[config.mk]
export PLATFORM = sky130hd
export DESIGN_NAME = matvec_result_requant
export DESIGN_NICKNAME = d
export VERILOG_FILES = /design/src/rtl/matvec_result_requant.sv
export SDC_FILE = /design/constraint.sdc
export NUM_CORES = 1
export LEC_CHECK = 0
export CORE_UTILIZATION = 62
export CTS_CLUSTER_DIAMETER = 100
export CTS_CLUSTER_SIZE = 25
export DETAILED_ROUTE_END_ITERATION = 8
export PLACE_DENSITY_LB_ADDON = 0.15
export SLEW_MARGIN = 30
export SYNTH_ARGS = -nofsm -noshare
export SYNTH_HDL_FRONTEND = slang
export SYNTH_SLANG_ARGS = --single-unit
[constraint.sdc]
create_clock -name clk -period 6.88 [get_ports clk]
set_clock_uncertainty 0.1 [all_clocks]
set_input_delay 2.064 -clock clk [delete_from_list [all_inputs] [get_ports clk]]
set_output_delay 2.064 -clock clk [all_outputs]
set_load 0.01 [all_outputs]
[src/rtl/matvec_result_requant.sv]
// Requantizes 28-bit matvec results (round, shift, saturate to 14 bits) into a FWFT FIFO with row-end tagging.
// Optional ReLU after saturation: define REQUANT_RELU_EN.
module matvec_result_requant #(
  parameter int IN_WIDTH      = 28,
  parameter int OUT_WIDTH     = 14,
  parameter int SHIFT         = 7,
  parameter int DEPTH         = 8,
  parameter int ROWS          = 8,
  parameter int SAT_CNT_WIDTH = 8
) (
  input  logic                        clk,
  input  logic                        reset,
  input  logic                        in_valid,
  output logic                        in_ready,
  input  logic signed [IN_WIDTH-1:0]  in_data,
  output logic                        out_valid,
  input  logic                        out_ready,
  output logic signed [OUT_WIDTH-1:0] out_data,
  output logic                        out_last,
  input  logic                        clear_stats,
  output logic [SAT_CNT_WIDTH-1:0]    sat_count
);

  localparam int AW      = $clog2(DEPTH);
  localparam int RW      = (ROWS > 1) ? $clog2(ROWS) : 1;
  localparam int RND_INT = (SHIFT > 0) ? (1 << ((SHIFT > 0) ? (SHIFT - 1) : 0)) : 0;

  localparam logic signed [IN_WIDTH:0] RND   = (IN_WIDTH+1)'(RND_INT);
  localparam logic signed [IN_WIDTH:0] MAX_V = {{(IN_WIDTH-OUT_WIDTH+2){1'b0}}, {(OUT_WIDTH-1){1'b1}}};
  localparam logic signed [IN_WIDTH:0] MIN_V = {{(IN_WIDTH-OUT_WIDTH+2){1'b1}}, {(OUT_WIDTH-1){1'b0}}};
  localparam logic [AW:0]              FULL_CNT = (AW+1)'(DEPTH);
  localparam logic [RW-1:0]            LAST_ROW = RW'(ROWS-1);
  localparam logic [SAT_CNT_WIDTH-1:0] SAT_MAX  = {SAT_CNT_WIDTH{1'b1}};

  logic signed [IN_WIDTH:0]    ext_s;
  logic signed [IN_WIDTH:0]    shifted_s;
  logic signed [OUT_WIDTH-1:0] sat_val_s;
  logic signed [OUT_WIDTH-1:0] res_s;
  logic                        sat_s;
  logic                        accept_s;
  logic                        pop_s;

  logic [OUT_WIDTH-1:0]     mem_data_q [DEPTH];
  logic                     mem_last_q [DEPTH];
  logic [AW-1:0]            wr_ptr_q, wr_ptr_d;
  logic [AW-1:0]            rd_ptr_q, rd_ptr_d;
  logic [AW:0]              count_q, count_d;
  logic [RW-1:0]            row_q, row_d;
  logic [SAT_CNT_WIDTH-1:0] sat_cnt_q, sat_cnt_d;

  // Round half up, arithmetic shift, clamp; sat flag is taken before any ReLU
  always_comb begin
    ext_s     = $signed({in_data[IN_WIDTH-1], in_data}) + RND;
    shifted_s = ext_s >>> SHIFT;
    if (shifted_s > MAX_V) begin
      sat_val_s = {1'b0, {(OUT_WIDTH-1){1'b1}}};
      sat_s     = 1'b1;
    end else if (shifted_s < MIN_V) begin
      sat_val_s = {1'b1, {(OUT_WIDTH-1){1'b0}}};
      sat_s     = 1'b1;
    end else begin
      sat_val_s = shifted_s[OUT_WIDTH-1:0];
      sat_s     = 1'b0;
    end
`ifdef REQUANT_RELU_EN
    if (sat_val_s[OUT_WIDTH-1]) begin
      res_s = {OUT_WIDTH{1'b0}};
    end else begin
      res_s = sat_val_s;
    end
`else
    res_s = sat_val_s;
`endif
  end

  assign in_ready  = (count_q != FULL_CNT);
  assign out_valid = (count_q != {(AW+1){1'b0}});
  assign accept_s  = in_valid && in_ready;
  assign pop_s     = out_valid && out_ready;
  assign out_data  = out_valid ? $signed(mem_data_q[rd_ptr_q]) : {OUT_WIDTH{1'b0}};
  assign out_last  = out_valid ? mem_last_q[rd_ptr_q] : 1'b0;
  assign sat_count = sat_cnt_q;

  // Pointer, occupancy, row and statistics next-state
  always_comb begin
    wr_ptr_d  = wr_ptr_q;
    rd_ptr_d  = rd_ptr_q;
    count_d   = count_q;
    row_d     = row_q;
    sat_cnt_d = sat_cnt_q;
    if (accept_s) begin
      wr_ptr_d = wr_ptr_q + AW'(1);
      row_d    = (row_q == LAST_ROW) ? {RW{1'b0}} : row_q + RW'(1);
    end else begin
      wr_ptr_d = wr_ptr_q;
      row_d    = row_q;
    end
    if (pop_s) begin
      rd_ptr_d = rd_ptr_q + AW'(1);
    end else begin
      rd_ptr_d = rd_ptr_q;
    end
    if (accept_s && !pop_s) begin
      count_d = count_q + (AW+1)'(1);
    end else if (!accept_s && pop_s) begin
      count_d = count_q - (AW+1)'(1);
    end else begin
      count_d = count_q;
    end
    if (clear_stats) begin
      sat_cnt_d = {SAT_CNT_WIDTH{1'b0}};
    end else if (accept_s && sat_s && (sat_cnt_q != SAT_MAX)) begin
      sat_cnt_d = sat_cnt_q + SAT_CNT_WIDTH'(1);
    end else begin
      sat_cnt_d = sat_cnt_q;
    end
  end

  // Control state registers
  always_ff @(posedge clk or posedge reset) begin
    if (reset) begin
      wr_ptr_q  <= {AW{1'b0}};
      rd_ptr_q  <= {AW{1'b0}};
      count_q   <= {(AW+1){1'b0}};
      row_q     <= {RW{1'b0}};
      sat_cnt_q <= {SAT_CNT_WIDTH{1'b0}};
    end else begin
      wr_ptr_q  <= wr_ptr_d;
      rd_ptr_q  <= rd_ptr_d;
      count_q   <= count_d;
      row_q     <= row_d;
      sat_cnt_q <= sat_cnt_d;
    end
  end

  // FIFO storage, deliberately not reset
  always_ff @(posedge clk) begin
    if (accept_s) begin
      mem_data_q[wr_ptr_q] <= res_s;
      mem_last_q[wr_ptr_q] <= (row_q == LAST_ROW);
    end
  end

endmodule

==> results.sh <==
export IMPL_worstPathArrival_ns=5.63
export IMPL_io_pins=58
export IMPL_postLayoutCellArea_mm2=0.00784
export IMPL_core_area_mm2=0.00995
export IMPL_clk_pin_slew_ns=0.06
export IMPL_yosys_area_top_type="edfxtp_1"
export IMPL_synth_flop_cell="edfxtp_1"
export IMPL_multi_input_area_mm2=0.00233
export IMPL_synth_most_common_cell="edfxtp_1"
export IMPL_n_fill_cell=562
export IMPL_numCtsBuffers=17
export IMPL_crit_type="input port to register"
export IMPL_run_status="completed"
export IMPL_cp_start_kind="input port"
export IMPL_nets=527
export IMPL_area_growth_pct=20.8
export IMPL_vias=3964
export IMPL_cp_end_kind="register"
export IMPL_cts_resized=0
export IMPL_grt_max_degree=33
export IMPL_ant_nets=0
export IMPL_synth_cells=426
export IMPL_rsz0062_at_grt="false"
export IMPL_clock_fmax_ghz=0.180
export IMPL_grt_first_pass_wirelength_um=21800
export IMPL_dieArea_mm2=0.0109
export IMPL_clk_latency_ns=0.52
export IMPL_slew_viol_final=0
export IMPL_synth_top_area_share=0.555
export IMPL_grt_usage=0.274
export IMPL_use_met3=0.0558
export IMPL_drt_pass1_iter_count=5
export IMPL_cts_tree="yes"
export IMPL_final_layout_size_suffix_gt1_frac=0.197
export IMPL_post_route_min_period_ns=5.55
export IMPL_viasPerCell=6.29
export IMPL_drtIter0Drc=321
export IMPL_ys_warn_count=0
export IMPL_cts_num_sinks=141
export IMPL_holdBufCountCts=0
export IMPL_relSlewSlack=0.326
export IMPL_gp_congestion=0.839
export IMPL_p_leak_nw=2.72
export IMPL_htree_num_levels=4
export IMPL_top_usage_layer="met2"
export IMPL_yosys_top_cells_count="edfxtp_1 (120), nor2_1 (33), mux4_2 (30)"
export IMPL_dieWidth_um=104
export IMPL_cap_violations=0
export IMPL_tightest_slew_ns=1.00
export IMPL_report_final_hold_viol_count=0
export IMPL_post_cts_buffers=0
export IMPL_drc_errors=0
export IMPL_grtUsageMet1=0.346
export IMPL_seq_area_mm2=0.00413
export IMPL_synth_area_leaders="edfxtp_1 (56%), mux4_2 (10%), dfrtp_1 (8.1%)"
export IMPL_synth_area_mm2=0.00649
export IMPL_wl_per_cell_um=22.0
export IMPL_placed_cell_area_mm2=0.00721
export IMPL_grt_use_met2=0.477
export IMPL_start_util=0.652
export IMPL_antenna_found_initial=0
export IMPL_synth_cell_types=49
export IMPL_synth_nets=469
export IMPL_cp_required_ns=6.96
export IMPL_clockRootBuffer="clkbuf_8"
export IMPL_grt_pass1_vias=3965
export IMPL_powerDensity_mw_per_mm2=400
export IMPL_setup_viol=0
export IMPL_dp_final_hpwl_um=7920
export IMPL_synth_edff_count=120
export IMPL_fin_crit_sh=0.807
export IMPL_ir_drop_mv=0.315
export IMPL_port_buffers=51
export IMPL_ys_ff_latch=141
export IMPL_hp_class="register to register"
export IMPL_num_antenna_cells=0
export IMPL_clockBufferDepth=2
export IMPL_placementRows=36
export IMPL_grt_overflow=0
export IMPL_path_max_fanout=13
export IMPL_async_reset_ff_frac=0.149
export IMPL_avgSynthCellArea_um2=15.2
export IMPL_drt_wl_total_um=13900
export IMPL_die_y_um=104
export IMPL_synth_seq_area_share=0.636
export IMPL_tns_ns=0
cell type report:
type / count / area share
Sequential cell: 141 / 0.527
Multi-Input combinational cell: 257 / 0.297
Timing Repair Buffer: 58 / 0.0728
Clock buffer: 18 / 0.0533
Clock inverter: 14 / 0.0246
Tap cell: 133 / 0.0212
Inverter: 9 / 0.00431
layout by cell type (no fill, tap or decap), drive strengths merged, types with 12 or more instances in the layout:
master	Yosys	layout
mux2i	17	17
xor2	12	12
clkdlybuf4s50	0	51
mux4	30	30
nand2	25	25
o21ai	20	20
nor2	34	34
nand3	15	15
xnor2	12	12
clkbuf	12	18
dfrtp	21	21
edfxtp	120	120
final timing paths:
| path | to | cells after the start | slack (ns) | startpoint |
|---|---|---|---|---|
| min reg2reg | row_q[2]$_DFFE_PP0P_ | 2 | 0.40 | row_q[2]$_DFFE_PP0P_ |
| min | row_q[2]$_DFFE_PP0P_ | 2 | 0.40 | row_q[2]$_DFFE_PP0P_ |
| max reg2reg | count_q[3]$_DFFE_PP0P_ | 11 | 3.36 | count_q[0]$_DFFE_PP0P_ |
| max | mem_data_q[4][4]$_DFFE_PP_ | 9 | 1.33 | in_data[6] |
| min in group asynchronous | sat_count[7]$_DFFE_PP0P_ | 2 | 1.84 | reset |
| max in group asynchronous | rd_ptr_q[0]$_DFFE_PP0P_ | 2 | 4.44 | reset |
kinds of logic after synthesis:
group           share of synthesized area
xor+xnor                           0.0324
flops                               0.636
compound gates                     0.0459
buf+inv                            0.0170
mux                                 0.146
fa+ha+maj                          0.0204
simple gates                        0.102
report_power, final:
| part | switching [W] | internal [W] | leakage, nW |
|---|---|---|---|
| logic | 0.000455 | 0.000508 | 1.09 |
| registers | 0.000150 | 0.00109 | 1.35 |
| clock network | 0.000348 | 0.000589 | 0.281 |
| total | 0.000953 | 0.00218 | 2.72 |
metal layers:
metal  vias up  wire length (um)
met4         0               233
met1      1988              5380
met2       180              7310
li1       1771                 -
met5         -                 0
met3        25               930
registers in the layout (all words and copies together), names as in the netlist:
signal      cells
mem_data_q    112
rd_ptr_q        3
mem_last_q      8
wr_ptr_q        3
count_q         4
row_q           3
sat_count       8
metrics by stage:
stage	hold WS (ns)	utilization	instances	setup WS, ns	total power [W]
after floorplan	0.352	-	426	2.03	0.00179
after global placement	0.366	0.724	597	1.00	0.00215
after detailed placement	0.398	0.724	597	0.839	0.00219
after CTS	0.401	0.785	629	1.29	0.00315
after global routing	0.421	0.787	630	1.18	0.00328
final	0.395	0.787	630	1.33	0.00314
critical path, cell delays in order:
cell             delay, ns
clkdlybuf4s50_1       0.55
ha_1                  0.27
nand4_2               0.15
or4_1                 0.68
or3_1                 0.40
a21o_1                0.24
nor2_2                0.21
nor2_1                0.21
o21ai_0               0.84
(Power assumes the default switching activity.)
